[src/rtl/lift_scheduler.sv]
// lift_scheduler: collective (SCAN) dispatcher for a single lift car.
// Latches cab and hall calls into pending registers, moves the car one floor
// every MOVE_CYC cycles, opens the door for DOOR_CYC cycles at served floors
// and reverses when no work remains ahead.
//
// Ports
//   clk      system clock, rising edge
//   rst      synchronous active-high reset
//   cab_req  cab buttons, bit i-1 = floor i
//   hall_up  hall up-calls (top floor bit ignored)
//   hall_dn  hall down-calls (floor 1 bit ignored)
//   floor_o  current floor, 1..FLOORS
//   dir_o    00 idle, 01 up, 10 down
//   door_o   door open
//   busy_o   FSM not idle
//   pend_o   per-floor OR of pending cab/up/dn calls
//
// state  | meaning
// IDLE   | car parked, waits one cycle after requests appear, then dispatches
// MOVE   | travelling; floor steps on move-counter terminal count
// DOOR   | door open for DOOR_CYC cycles; calls at this floor are absorbed
module lift_scheduler #(
   parameter int FLOORS   = 7,
   parameter int MOVE_CYC = 4,
   parameter int DOOR_CYC = 3
) (
   input  logic              clk,
   input  logic              rst,
   input  logic [FLOORS-1:0] cab_req,
   input  logic [FLOORS-1:0] hall_up,
   input  logic [FLOORS-1:0] hall_dn,
   output logic [2:0]        floor_o,
   output logic [1:0]        dir_o,
   output logic              door_o,
   output logic              busy_o,
   output logic [FLOORS-1:0] pend_o
);
   localparam logic [1:0] S_IDLE = 2'd0;
   localparam logic [1:0] S_MOVE = 2'd1;
   localparam logic [1:0] S_DOOR = 2'd2;

   localparam logic [1:0] DIR_NONE = 2'b00;
   localparam logic [1:0] DIR_UP   = 2'b01;
   localparam logic [1:0] DIR_DN   = 2'b10;

   localparam int MCW = (MOVE_CYC > 1) ? $clog2(MOVE_CYC) : 1;
   localparam int DCW = (DOOR_CYC > 1) ? $clog2(DOOR_CYC) : 1;
   localparam logic [MCW-1:0] MOVE_TC = MCW'(MOVE_CYC - 1);
   localparam logic [DCW-1:0] DOOR_TC = DCW'(DOOR_CYC - 1);
   localparam logic [2:0]     TOP     = 3'(FLOORS);

   // Top floor has no up-call, floor 1 has no down-call.
   localparam logic [FLOORS-1:0] UP_OK = {1'b0, {(FLOORS-1){1'b1}}};
   localparam logic [FLOORS-1:0] DN_OK = {{(FLOORS-1){1'b1}}, 1'b0};

   logic [1:0]        state_q, state_d;
   logic [1:0]        dir_q, dir_d;
   logic [2:0]        floor_q, floor_d;
   logic [MCW-1:0]    mcnt_q, mcnt_d;
   logic [DCW-1:0]    dcnt_q, dcnt_d;
   logic              arrived_q, arrived_d;
   logic              arm_q;
   logic [FLOORS-1:0] cab_q, up_q, dn_q;
   logic [FLOORS-1:0] cab_clr, up_clr, dn_clr;

   logic [FLOORS-1:0] pend, f_oh, above_m, below_m, up_in, dn_in;
   logic              above, below, here, cab_f, up_f, dn_f;
   logic              beyond, behind, same_f, opp_f, stop_here, absorb;

   always_comb begin
      f_oh    = '0;
      above_m = '0;
      below_m = '0;
      for (int i = 0; i < FLOORS; i++) begin
         f_oh[i]    = (floor_q == 3'(i + 1));
         above_m[i] = (3'(i + 1) > floor_q);
         below_m[i] = (3'(i + 1) < floor_q);
      end
   end

   assign pend   = cab_q | up_q | dn_q;
   assign up_in  = hall_up & UP_OK;
   assign dn_in  = hall_dn & DN_OK;
   assign above  = |(pend & above_m);
   assign below  = |(pend & below_m);
   assign cab_f  = |(cab_q & f_oh);
   assign up_f   = |(up_q & f_oh);
   assign dn_f   = |(dn_q & f_oh);
   assign here   = cab_f | up_f | dn_f;

   assign beyond = (dir_q == DIR_UP) ? above : (dir_q == DIR_DN) ? below : 1'b0;
   assign behind = (dir_q == DIR_UP) ? below : (dir_q == DIR_DN) ? above : 1'b0;
   assign same_f = (dir_q == DIR_UP) ? up_f  : (dir_q == DIR_DN) ? dn_f  : 1'b0;
   assign opp_f  = (dir_q == DIR_UP) ? dn_f  : (dir_q == DIR_DN) ? up_f  : 1'b0;
   assign stop_here = cab_f | same_f | (~beyond & opp_f);

   // With no direction (door opened from idle) both hall calls count as "same".
   assign absorb = |(cab_req & f_oh)
                 | ((dir_q != DIR_DN) & |(up_in & f_oh))
                 | ((dir_q != DIR_UP) & |(dn_in & f_oh));

   always_comb begin
      state_d   = state_q;
      dir_d     = dir_q;
      floor_d   = floor_q;
      mcnt_d    = mcnt_q;
      dcnt_d    = dcnt_q;
      arrived_d = 1'b0;
      cab_clr   = '0;
      up_clr    = '0;
      dn_clr    = '0;
      case (state_q)
         S_IDLE: begin
            if (arm_q) begin
               if (here) begin
                  state_d = S_DOOR;
                  dcnt_d  = '0;
                  cab_clr = f_oh;
                  up_clr  = f_oh;
                  dn_clr  = f_oh;
               end else if (above) begin
                  dir_d   = DIR_UP;
                  state_d = S_MOVE;
                  mcnt_d  = '0;
               end else if (below) begin
                  dir_d   = DIR_DN;
                  state_d = S_MOVE;
                  mcnt_d  = '0;
               end
            end
         end
         S_MOVE: begin
            if (arrived_q && stop_here) begin
               state_d = S_DOOR;
               dcnt_d  = '0;
               mcnt_d  = '0;
               cab_clr = f_oh;
               if (dir_q == DIR_UP || !beyond) up_clr = f_oh;
               if (dir_q == DIR_DN || !beyond) dn_clr = f_oh;
            end else if (mcnt_q == MOVE_TC) begin
               mcnt_d    = '0;
               arrived_d = 1'b1;
               if (dir_q == DIR_UP && floor_q < TOP)
                  floor_d = floor_q + 3'd1;
               else if (dir_q == DIR_DN && floor_q > 3'd1)
                  floor_d = floor_q - 3'd1;
            end else begin
               mcnt_d = mcnt_q + MCW'(1);
            end
         end
         S_DOOR: begin
            // Calls at this floor that the open door serves are never latched.
            cab_clr = f_oh;
            if (dir_q != DIR_DN) up_clr = f_oh;
            if (dir_q != DIR_UP) dn_clr = f_oh;
            if (absorb) begin
               dcnt_d = '0;
            end else if (dcnt_q == DOOR_TC) begin
               mcnt_d = '0;
               if (dir_q == DIR_NONE) begin
                  if (above) begin
                     dir_d   = DIR_UP;
                     state_d = S_MOVE;
                  end else if (below) begin
                     dir_d   = DIR_DN;
                     state_d = S_MOVE;
                  end else begin
                     state_d = S_IDLE;
                  end
               end else if (beyond) begin
                  state_d = S_MOVE;
               end else if (behind) begin
                  dir_d   = ~dir_q;
                  state_d = S_MOVE;
               end else if (opp_f) begin
                  // Serve the waiting opposite call without leaving the floor.
                  dir_d  = ~dir_q;
                  dcnt_d = '0;
                  if (dir_q == DIR_UP) dn_clr = f_oh;
                  else                 up_clr = f_oh;
               end else begin
                  dir_d   = DIR_NONE;
                  state_d = S_IDLE;
               end
            end else begin
               dcnt_d = dcnt_q + DCW'(1);
            end
         end
         default: begin
            state_d = S_IDLE;
            dir_d   = DIR_NONE;
         end
      endcase
   end

   always_ff @(posedge clk) begin
      if (rst) begin
         state_q   <= S_IDLE;
         dir_q     <= DIR_NONE;
         floor_q   <= 3'd1;
         mcnt_q    <= '0;
         dcnt_q    <= '0;
         arrived_q <= 1'b0;
         arm_q     <= 1'b0;
         cab_q     <= '0;
         up_q      <= '0;
         dn_q      <= '0;
      end else begin
         state_q   <= state_d;
         dir_q     <= dir_d;
         floor_q   <= floor_d;
         mcnt_q    <= mcnt_d;
         dcnt_q    <= dcnt_d;
         arrived_q <= arrived_d;
         // Idle dispatch waits one cycle after requests become visible.
         arm_q     <= (state_q == S_IDLE) && (|pend);
         cab_q     <= (cab_q | cab_req) & ~cab_clr;
         up_q      <= (up_q | up_in) & ~up_clr;
         dn_q      <= (dn_q | dn_in) & ~dn_clr;
      end
   end

   assign floor_o = floor_q;
   assign dir_o   = dir_q;
   assign door_o  = (state_q == S_DOOR);
   assign busy_o  = (state_q != S_IDLE);
   assign pend_o  = pend;

endmodule

[config.mk]
export PLATFORM = sky130hd
export DESIGN_NAME = lift_scheduler
export DESIGN_NICKNAME = d
export VERILOG_FILES = /design/src/rtl/lift_scheduler.sv
export SDC_FILE = /design/constraint.sdc
export NUM_CORES = 1
export LEC_CHECK = 0
export ABC_AREA = 1
export ABC_CLOCK_PERIOD_IN_PS = 3760
export CAP_MARGIN = 40
export CORE_MARGIN = 5
export CORE_UTILIZATION = 45
export CTS_BUF_LIST = sky130_fd_sc_hd__clkbuf_4 sky130_fd_sc_hd__clkbuf_8
export CTS_CLUSTER_DIAMETER = 120
export DETAILED_ROUTE_END_ITERATION = 8
export GPL_TIMING_DRIVEN = 0
export PLACE_DENSITY = 0.72
export SLEW_MARGIN = 20
export SYNTH_ARGS = -nofsm -noshare
export SYNTH_HDL_FRONTEND = slang
export SYNTH_SLANG_ARGS = --single-unit
export TNS_END_PERCENT = 30
[constraint.sdc]
create_clock -name clk -period 3.76 [get_ports clk]
set_input_delay 0.376 -clock clk [delete_from_list [all_inputs] [get_ports clk]]
set_output_delay 0.376 -clock clk [all_outputs]
set_load 0.02 [all_outputs]
==> flow_summary_export.csv, run 1 <==
group,metric,value,unit
run_status,status,"completed",
placed_design,dpl_worst_slack,0.984,ns
global_routing,grt_overflow,0,
synth,synth_top_area_frac,0.235,
synth,synthMuxAreaShare,0,
die,die_x,90.2,um
critical_path,crit_path_start_kind,"register",
synth,yosys.area_share.simple,0.526,
final_layout,n_antenna_cell,0,
synth,synth_area_leaders,"dfxtp_1 (23%), nand2_1 (16%), nor2_1 (10%)",
synth,ys.flop_type,"dfxtp_1",
critical_path,path_class,"reg2reg",
synth,synthAdderAreaFrac,0.0302,
clock_tree,cts_tree,"yes",
die,die-height,90.2,um
placed_design,gp_congestion,0.930,
synth,synth_warnings,0,
clock_tree,clock_path_buffers,2,
synth,ys_seq_elements,34,
timing,fin_tns_setup,0,ns
routing,drc,0,
clock_tree,holdBufCountCts,0,
timing,fin_crit,2.83,ns
timing,finalMaxSlewViolations,0,
timing,setup_ws,0.934,ns
power_and_ir_drop,finalPower,1.48,mW
clock_tree,cts_resized,0,
timing,setup_viol,0,
routing,drtIter0Drc,347,
final_layout,fin_nets,558,
final_layout,final_layout_size_suffix_gt1_frac,0.119,
flow_run,max_cap_viol_count,0,
timing,hold_slack,0.483,ns
critical_path,end_kind,"register",
final_layout,mostFrequentLayoutCells,"nand2_1 (124), nor2_1 (80), inv_1 (53)",
synth,avgSynthCellArea,5.95,um^2
placed_design,io_buffers,34,
hold_path,worstHoldPathType,"reg2reg",
timing,fmax,354,MHz
timing,worstMarginPinSlew,0.615,ns
routing,ant_nets,0,
synth,synth_edf_count,0,
final_layout,fillers,688,
synth,async_flop_share,0,
placed_design,dp_hpwl,7210,um
clock_tree,worstSkewPairLatency,0.29,ns
synth,synth_xor_area_frac,0.00605,
synth,syn_area,2900,um^2
clock_tree,post-cts-setup-buffer-count,0,
final_layout,fin_util,0.543,
final_layout,syn2layout_area_growth,18.4,%
routing,drtPass1Iterations,5,
routing,routed_wl,9300,um
synth,synthCells,487,
clock_tree,cts.sinks,34,
power_and_ir_drop,p_leak,1.64,nW
global_routing,grt_first_pass_wirelength,14900,um
critical_path,cp.required,3.94,ns
die,coreArea,6310,um^2
synth,syn_nets,517,
final_layout,layout_commonest_cell,"nand2_1",
timing,skew,0.00447,ns
global_routing,grt_pass1_vias,2976,
timing,rsz0062_at_grt,"false",
timing,hold_violations,0,
die,start_util,0.459,
timing,maxSlewHeadroom,0.589,
die,dieArea,8140,um^2
clock_tree,cts_buffers,5,
critical_path,crit_path_max_fanout,10,
routing,vias,3296,
synth,seq_area_frac_synth,0.235,
synth,synth_compound_area_frac,0.0959,
global_routing,grt_max_degree,12,
power_and_ir_drop,power_density,433,nW/um^2
critical_path,cp_data_arrival_time,3.01,ns
clock_tree,clk_pin_slew,0.07,ns
clock_tree,cts.htree.levels,2,
synth,synth_cell_types,39,
routing,via_per_inst,5.44,
synth,synth_top_family_by_area,"simple AND/OR/NAND/NOR gates",
synth,synth_top_area_cell,"dfxtp_1",
die,rows,29,
power_and_ir_drop,ir_drop,0.277,mV
global_routing,antenna_found_initial,0,
clock_tree,clockRootBuffer,"clkbuf_8",
global_routing,gr-usage-all-layers,0.226,
die,boundaryPins,37,
timing,fin_crit_sh,0.752,
routing,wl_per_cell,15.3,um
-- synthesized netlist by cell type (2+ instances only) --
cell type and count:
nand2_1 124, nor2_1 80, inv_1 53, nand3_1 52, o21ai_0 38, dfxtp_1 34
nand2_2 17, nand4_1 12, ha_1 7, nor2_2 7, nor3_1 6, inv_2 5
nand3b_1 5, nor3_2 5, a21oi_1 4, nor2_4 4, buf_4 3, buf_6 3
clkbuf_1 3, nand2_4 3, a22oi_1 2, buf_2 2, nor3b_1 2
-- routing by layer --
layer | share of wire | up-vias | global-route usage
li1 | - | 1646 | -
met1 | 0.45 | 1477 | 0.321
met2 | 0.44 | 155 | 0.353
met3 | 0.082 | 18 | 0.0301
met4 | 0.021 | 0 | 0.0695
met5 | 0 | - | 0
-- report_power, final --
group | internal [mW] | switching (mW)
logic | 0.232 | 0.495
registers | 0.413 | 0.0426
clock network | 0.155 | 0.145
total | 0.801 | 0.683
-- area by class of cell --
| class | instances | area [um^2] | area share |
|---|---|---|---|
| inverter | 60 | 228 | 0.0664 |
| multi-input combinational | 381 | 1910 | 0.556 |
| buffer | 12 | 81.3 | 0.0237 |
| sequential | 34 | 681 | 0.199 |
| clock inverter | 1 | 5.00 | 0.00146 |
| timing repair buffer | 34 | 340 | 0.0993 |
| tap | 77 | 96.3 | 0.0281 |
| clock buffer | 7 | 90.1 | 0.0263 |
-- final timing paths --
| check | endpoint | startpoint | slack, ns | cells after the start |
|---|---|---|---|---|
| worst min register to register | up_q[6] | up_q[6] | 0.48 | 2 |
| worst min-delay path | up_q[6] | up_q[6] | 0.48 | 2 |
| worst max-delay path | dn_q[3] | floor_o[1] | 0.93 | 14 |
| worst max register to register | dn_q[3] | floor_o[1] | 0.93 | 14 |
-- flip-flops by register name (all words and copies together), names as in the netlist --
| name | flops |
|---|---|
| cab_q | 7 |
| dn_q | 7 |
| up_q | 7 |
| floor_o | 3 |
| dcnt_q | 2 |
| dir_o | 2 |
| mcnt_q | 2 |
| state_q | 2 |
| arm_q | 1 |
| arrived_q | 1 |
-- cell families (layout without fill, tap and decap cells) --
group	after synthesis	in the layout
adders and majority gates	7	7
buffers and inverters	72	114
AOI/OAI and AO/OA	50	50
and+or+nand+nor	322	322
xor gates and xnor gates	2	2
DFF	34	34
-- worst max-delay path, stage by stage (launching register included) --
cell and delay [ns]:
dfxtp_1 0.55, ha_1 0.22, ha_1 0.18, clkbuf_1 0.29, nor2_1 0.08, and2_1 0.15
nor2_2 0.14, nand2_4 0.10, nand2_4 0.17, nand3_4 0.14, a21boi_4 0.25, buf_6 0.20
nand2_2 0.06, nor2_1 0.12, nor3_2 0.06
-- metrics by stage --
stage | cell area [um^2] | std cells
6_report | 3430 | 606
5_1_grt | 3430 | 606
4_1_cts | 3430 | 606
3_5_place_dp | 3330 | 598
3_3_place_gp | 3330 | 598
2_1_floorplan | 2900 | 487
(Power assumes the default switching activity.)
==> run 2: changes to the inputs <==
--- a/config.mk
+++ b/config.mk
@@ -6,7 +6,7 @@
 export NUM_CORES = 1
 export LEC_CHECK = 0
 export ABC_AREA = 1
-export ABC_CLOCK_PERIOD_IN_PS = 3760
+export ABC_CLOCK_PERIOD_IN_PS = 2840
 export CAP_MARGIN = 40
 export CORE_MARGIN = 5
 export CORE_UTILIZATION = 45
==> constraint.sdc (replaced) <==
create_clock -name clk -period 2.84 [get_ports clk]
set_input_delay 0.284 -clock clk [delete_from_list [all_inputs] [get_ports clk]]
set_output_delay 0.284 -clock clk [all_outputs]
set_load 0.02 [all_outputs]
==> flow_summary_export.csv, run 2 (synthesis gave the netlist of run 1 again) <==
group,metric,value,unit
routing,drtPass1Iterations,6,
clock_tree,clk_pin_slew,0.08,ns
global_routing,grt_max_degree,12,
final_layout,fin_nets,557,
final_layout,layout_commonest_cell,"nand2_1",
final_layout,syn2layout_area_growth,18.7,%
final_layout,fin_util,0.545,
die,coreArea,6310,um^2
clock_tree,cts_tree,"yes",
timing,fmax,377,MHz
routing,ant_nets,0,
critical_path,worstReg2RegStart,"floor_o[0]",
placed_design,dpl_worst_slack,0.0636,ns
die,boundaryPins,37,
global_routing,grt_first_pass_wirelength,14900,um
critical_path,r2r_end,"dn_q[3]",
clock_tree,cts.sinks,34,
critical_path,end_kind,"register",
power_and_ir_drop,ir_drop,0.368,mV
critical_path,cp.required,3.02,ns
routing,via_per_inst,5.52,
hold_path,min_to,"up_q[6]",
placed_design,gp_congestion,0.930,
routing,vias,3342,
routing,routed_wl,9460,um
timing,hold_slack,0.479,ns
hold_path,hold_depth,2,
routing,wl_per_cell,15.6,um
final_layout,seq_area,683,um^2
die,dieArea,8140,um^2
timing,maxSlewHeadroom,0.593,
global_routing,gr-usage-all-layers,0.226,
power_and_ir_drop,p_leak,1.64,nW
final_layout,fillers,690,
timing,setup_viol,0,
critical_path,cp_data_arrival_time,2.83,ns
global_routing,antenna_found_initial,0,
timing,setup_ws,0.189,ns
final_layout,final_layout_size_suffix_gt1_frac,0.123,
timing,fin_tns_setup,0,ns
global_routing,grt_overflow,0,
timing,skew,0.00426,ns
clock_tree,cts.htree.levels,2,
critical_path,crit_path_start_kind,"register",
timing,hold_violations,0,
global_routing,grt_pass1_vias,2976,
clock_tree,cts_buffers,5,
die,rows,29,
run_status,status,"completed",
routing,drc,0,
critical_path,crit_path_max_fanout,10,
timing,worstMarginPinSlew,0.610,ns
flow_run,max_cap_viol_count,0,
final_layout,top_regs,"cab_q: 7 flops, dn_q: 7 flops, up_q: 7 flops",
clock_tree,clock_path_buffers,2,
final_layout,multi_input_area,1920,um^2
timing,fin_crit,2.65,ns
placed_design,dp_hpwl,7210,um
timing,rsz0062_at_grt,"false",
die,die_x,90.2,um
timing,finalMaxSlewViolations,0,
timing,fin_crit_sh,0.933,
power_and_ir_drop,finalPower,1.98,mW
critical_path,rrSetupSlack,0.19,ns
clock_tree,holdBufCountCts,0,
critical_path,path_class,"reg2reg",
routing,drtIter0Drc,295,
critical_path,r2r.worst_path.cells,18,
placed_design,io_buffers,34,
power_and_ir_drop,power_density,576,nW/um^2
die,die-height,90.2,um
clock_tree,clockRootBuffer,"clkbuf_8",
hold_path,worstHoldPathType,"reg2reg",
final_layout,mostFrequentLayoutCells,"nand2_1 (124), nor2_1 (80), inv_1 (53)",
die,start_util,0.459,
final_layout,n_antenna_cell,0,
hold_path,min_from,"up_q[6]",
clock_tree,worstSkewPairLatency,0.29,ns
run 2: how the worst max path moves through the flow:
stage,startpoint,end,slack [ns],cells after the start
global route,floor_o[1],dn_q[3],0.04,16
CTS,floor_o[1],dn_q[3],0.05,14
floorplan,floor_o[1],dn_q[5],0.43,14
global placement,floor_o[1],dn_q[3],0.07,14
detailed placement,floor_o[1],dn_q[3],0.06,14
finish,floor_o[0],dn_q[3],0.19,18
run 2: through the flow:
| step | cells | area, um^2 |
|---|---|---|
| 2_1_floorplan | 487 | 2900 |
| 3_3_place_gp | 598 | 3330 |
| 3_5_place_dp | 598 | 3330 |
| 4_1_cts | 606 | 3430 |
| 5_1_grt | 605 | 3440 |
| 6_report | 605 | 3440 |
run 2: report_power, final:
| group | internal [mW] | switching (mW) |
|---|---|---|
| logic | 0.311 | 0.667 |
| registers | 0.547 | 0.0563 |
| clock network | 0.206 | 0.192 |
run 2: timing repair:
action / 4_1_cts / 5_1_grt
endpoints found under the hold margin: 0 / 0
endpoints found under the setup margin: 0 / 26
buffers inserted: 0 / 0
gates resized for setup: 0 / 4
run 2: layer usage:
layer	wire, um	global-route usage	vias up	part of all wire
li1	-	-	1643	-
met1	4280	0.321	1522	0.45
met2	4260	0.353	160	0.45
met3	760	0.0301	17	0.080
met4	163	0.0695	0	0.017
met5	0	0	-	0
run 2: area by class of cell:
type,count,share of cell area
Buffer,11,0.0226
Clock buffer,7,0.0262
Clock inverter,1,0.00146
Inverter,60,0.0662
Multi-Input combinational cell,381,0.558
Sequential cell,34,0.199
Tap cell,77,0.0280
Timing Repair Buffer,34,0.0989
run 2: worst max-delay path, cell delays in order (launching register included):
cell and delay (ns):
dfxtp_2 0.36, buf_4 0.19, inv_4 0.10, ha_1 0.16, buf_4 0.17, inv_2 0.05, nor2_4 0.14, nand2_1 0.07
nand2_1 0.11, nor2_1 0.06, nand2_1 0.11, nand2_1 0.10, nand2_2 0.11, nand3_4 0.12, a21boi_4 0.25, buf_6 0.19
nand2_2 0.06, nor2_1 0.13, nor3_2 0.06
==> run 3: changes to the inputs <==
--- a/config.mk
+++ b/config.mk
@@ -8,6 +8,7 @@
 export ABC_AREA = 1
 export ABC_CLOCK_PERIOD_IN_PS = 2840
 export CAP_MARGIN = 40
+export CORE_ASPECT_RATIO = 1.2
 export CORE_MARGIN = 5
 export CORE_UTILIZATION = 45
 export CTS_BUF_LIST = sky130_fd_sc_hd__clkbuf_4 sky130_fd_sc_hd__clkbuf_8
==> flow_summary_export.csv, run 3 (synthesis gave the netlist of run 1 again) <==
group,metric,value,unit
run_status,status,"completed",
die,start_util,0.455,
die,boundaryPins,37,
clock_tree,cts_buffers,5,
critical_path,slowest_stage,"dfxtp_2",
critical_path,worstSetupPathDepth,15,
global_routing,grt_first_pass_wirelength,15600,um
power_and_ir_drop,power_density,572,nW/um^2
final_layout,n_antenna_cell,0,
hold_path,hold_depth,2,
power_and_ir_drop,p_leak,1.64,nW
hold_path,min_from,"dn_q[0]",
die,coreArea,6370,um^2
clock_tree,worstSkewPairLatency,0.30,ns
die,die_x,83.2,um
clock_tree,cts.htree.levels,2,
timing,setup_viol,0,
final_layout,mostFrequentLayoutCells,"nand2_1 (124), nor2_1 (80), inv_1 (53)",
placed_design,io_buffers,34,
clock_tree,holdBufCountCts,0,
routing,via_per_inst,5.42,
critical_path,crit_chain,"buf_4, inv_4, ha_1, nand2_1, inv_1, nand2_1, nand3_1, nor2_1, nand4_1, nor2_1, inv_1, nor2_4, nand2_1, nand3b_1, nor2_1",
global_routing,antenna_found_initial,0,
critical_path,cp_data_arrival_time,2.83,ns
timing,fmax,380,MHz
placed_design,post_dp_cell_area,3340,um^2
routing,vias,3321,
critical_path,crit_path_start_kind,"register",
timing,setup_ws,0.207,ns
critical_path,crit_family,"simple AND/OR/NAND/NOR gates",
critical_path,critical_path.max_stage_delay,0.40,ns
timing,finalMaxSlewViolations,0,
routing,drc,0,
clock_tree,clockRootBuffer,"clkbuf_8",
hold_path,min_to,"dn_q[0]",
routing,drtPass1Iterations,5,
critical_path,r2r_end,"up_q[3]",
routing,ant_nets,0,
power_and_ir_drop,ir_drop,0.503,mV
clock_tree,cts_tree,"yes",
timing,hold_violations,0,
flow_run,max_cap_viol_count,0,
critical_path,r2r.worst_path.cells,15,
critical_path,path_class,"reg2reg",
placed_design,gp_congestion,0.943,
clock_tree,cts.sinks,34,
timing,skew,0.00892,ns
clock_tree,post-cts-setup-buffer-count,0,
hold_path,worstHoldPathType,"reg2reg",
critical_path,cp.buffers_inverters,4,
timing,fin_tns_setup,0,ns
clock_tree,clk_pin_slew,0.08,ns
global_routing,grt_max_degree,12,
final_layout,final_layout_size_suffix_gt1_frac,0.123,
timing,rsz0062_at_grt,"false",
routing,wl_per_cell,15.7,um
critical_path,cp.required,3.04,ns
final_layout,layout_commonest_cell,"nand2_1",
critical_path,crit_start,"floor_o[0]",
final_layout,fin_nets,557,
global_routing,grt_pass1_vias,3248,
critical_path,rrSetupSlack,0.21,ns
final_layout,syn2layout_area_growth,19.1,%
placed_design,dp_hpwl,7290,um
global_routing,grt_overflow,0,
timing,maxSlewHeadroom,0.572,
final_layout,top_regs,"cab_q: 7 flops, dn_q: 7 flops, up_q: 7 flops",
timing,fin_crit_sh,0.927,
routing,routed_wl,9640,um
global_routing,gr-usage-all-layers,0.238,
die,die-height,97.9,um
clock_tree,clock_path_buffers,2,
routing,drtIter0Drc,320,
final_layout,finalInstanceArea,3450,um^2
critical_path,worstReg2RegStart,"floor_o[0]",
placed_design,dpl_worst_slack,0.00799,ns
timing,worstMarginPinSlew,0.642,ns
critical_path,end_kind,"register",
die,dieArea,8150,um^2
timing,fin_crit,2.63,ns
final_layout,fillers,672,
die,rows,32,
critical_path,crit_path_max_fanout,10,
-- run 3: per-stage QoR --
| stage | total power, mW | cells | util | hold WS [ns] |
|---|---|---|---|---|
| 6_report | 1.97 | 613 | 0.542 | 0.471 |
| 5_1_grt | 2.11 | 613 | 0.542 | 0.501 |
| 4_1_cts | 1.96 | 613 | 0.540 | 0.471 |
| 3_5_place_dp | 1.55 | 606 | 0.525 | 0.459 |
| 3_3_place_gp | 1.54 | 606 | 0.525 | 0.457 |
| 2_1_floorplan | 1.24 | 487 | - | 0.353 |
-- run 3: metal layers --
layer	GRT usage	part of all wire
met1	0.293	0.42
met2	0.410	0.49
met3	0.0363	0.064
met4	0.0994	0.028
met5	0	0
-- run 3: how the worst max path moves through the flow --
| stage | endpoint | slack, ns |
|---|---|---|
| after floorplan | dn_q[5] | 0.43 |
| after global placement | dn_q[4] | 0.03 |
| after detailed placement | dn_q[3] | 0.008 |
| after CTS | dn_q[3] | 0.10 |
| after global routing | dcnt_q[1] | 0.02 |
| final | up_q[3] | 0.21 |
-- run 3: repair_timing --
action                                  in CTS  in global routing
endpoints found under the setup margin       4                 20
pin swaps                                    0                  0
gates cloned                                 0                  0
endpoints found under the hold margin        0                  0
gates resized for setup                      0                  4
-- run 3: final cells by class --
type / count / area [um^2] / share of cell area
inverters: 60 / 228 / 0.0660
flip-flops and latches: 34 / 683 / 0.198
repair buffers: 34 / 340 / 0.0987
well taps: 85 / 106 / 0.0308
clock inverters: 1 / 5.00 / 0.00145
clock buffers: 7 / 90.1 / 0.0261
plain buffers: 11 / 77.6 / 0.0225
multi-input cells: 381 / 1920 / 0.556
-- run 3: power by group --
part	switching (mW)	internal, mW	total [mW]
Clock	0.203	0.206	0.409
Combinational	0.649	0.311	0.960
Sequential	0.0565	0.547	0.604
-- run 3: tightest hold or removal path, stage by stage, from the launching register on --
cell and delay, ns:
dfxtp_1 0.32, nand2_1 0.06, nor3_1 0.04
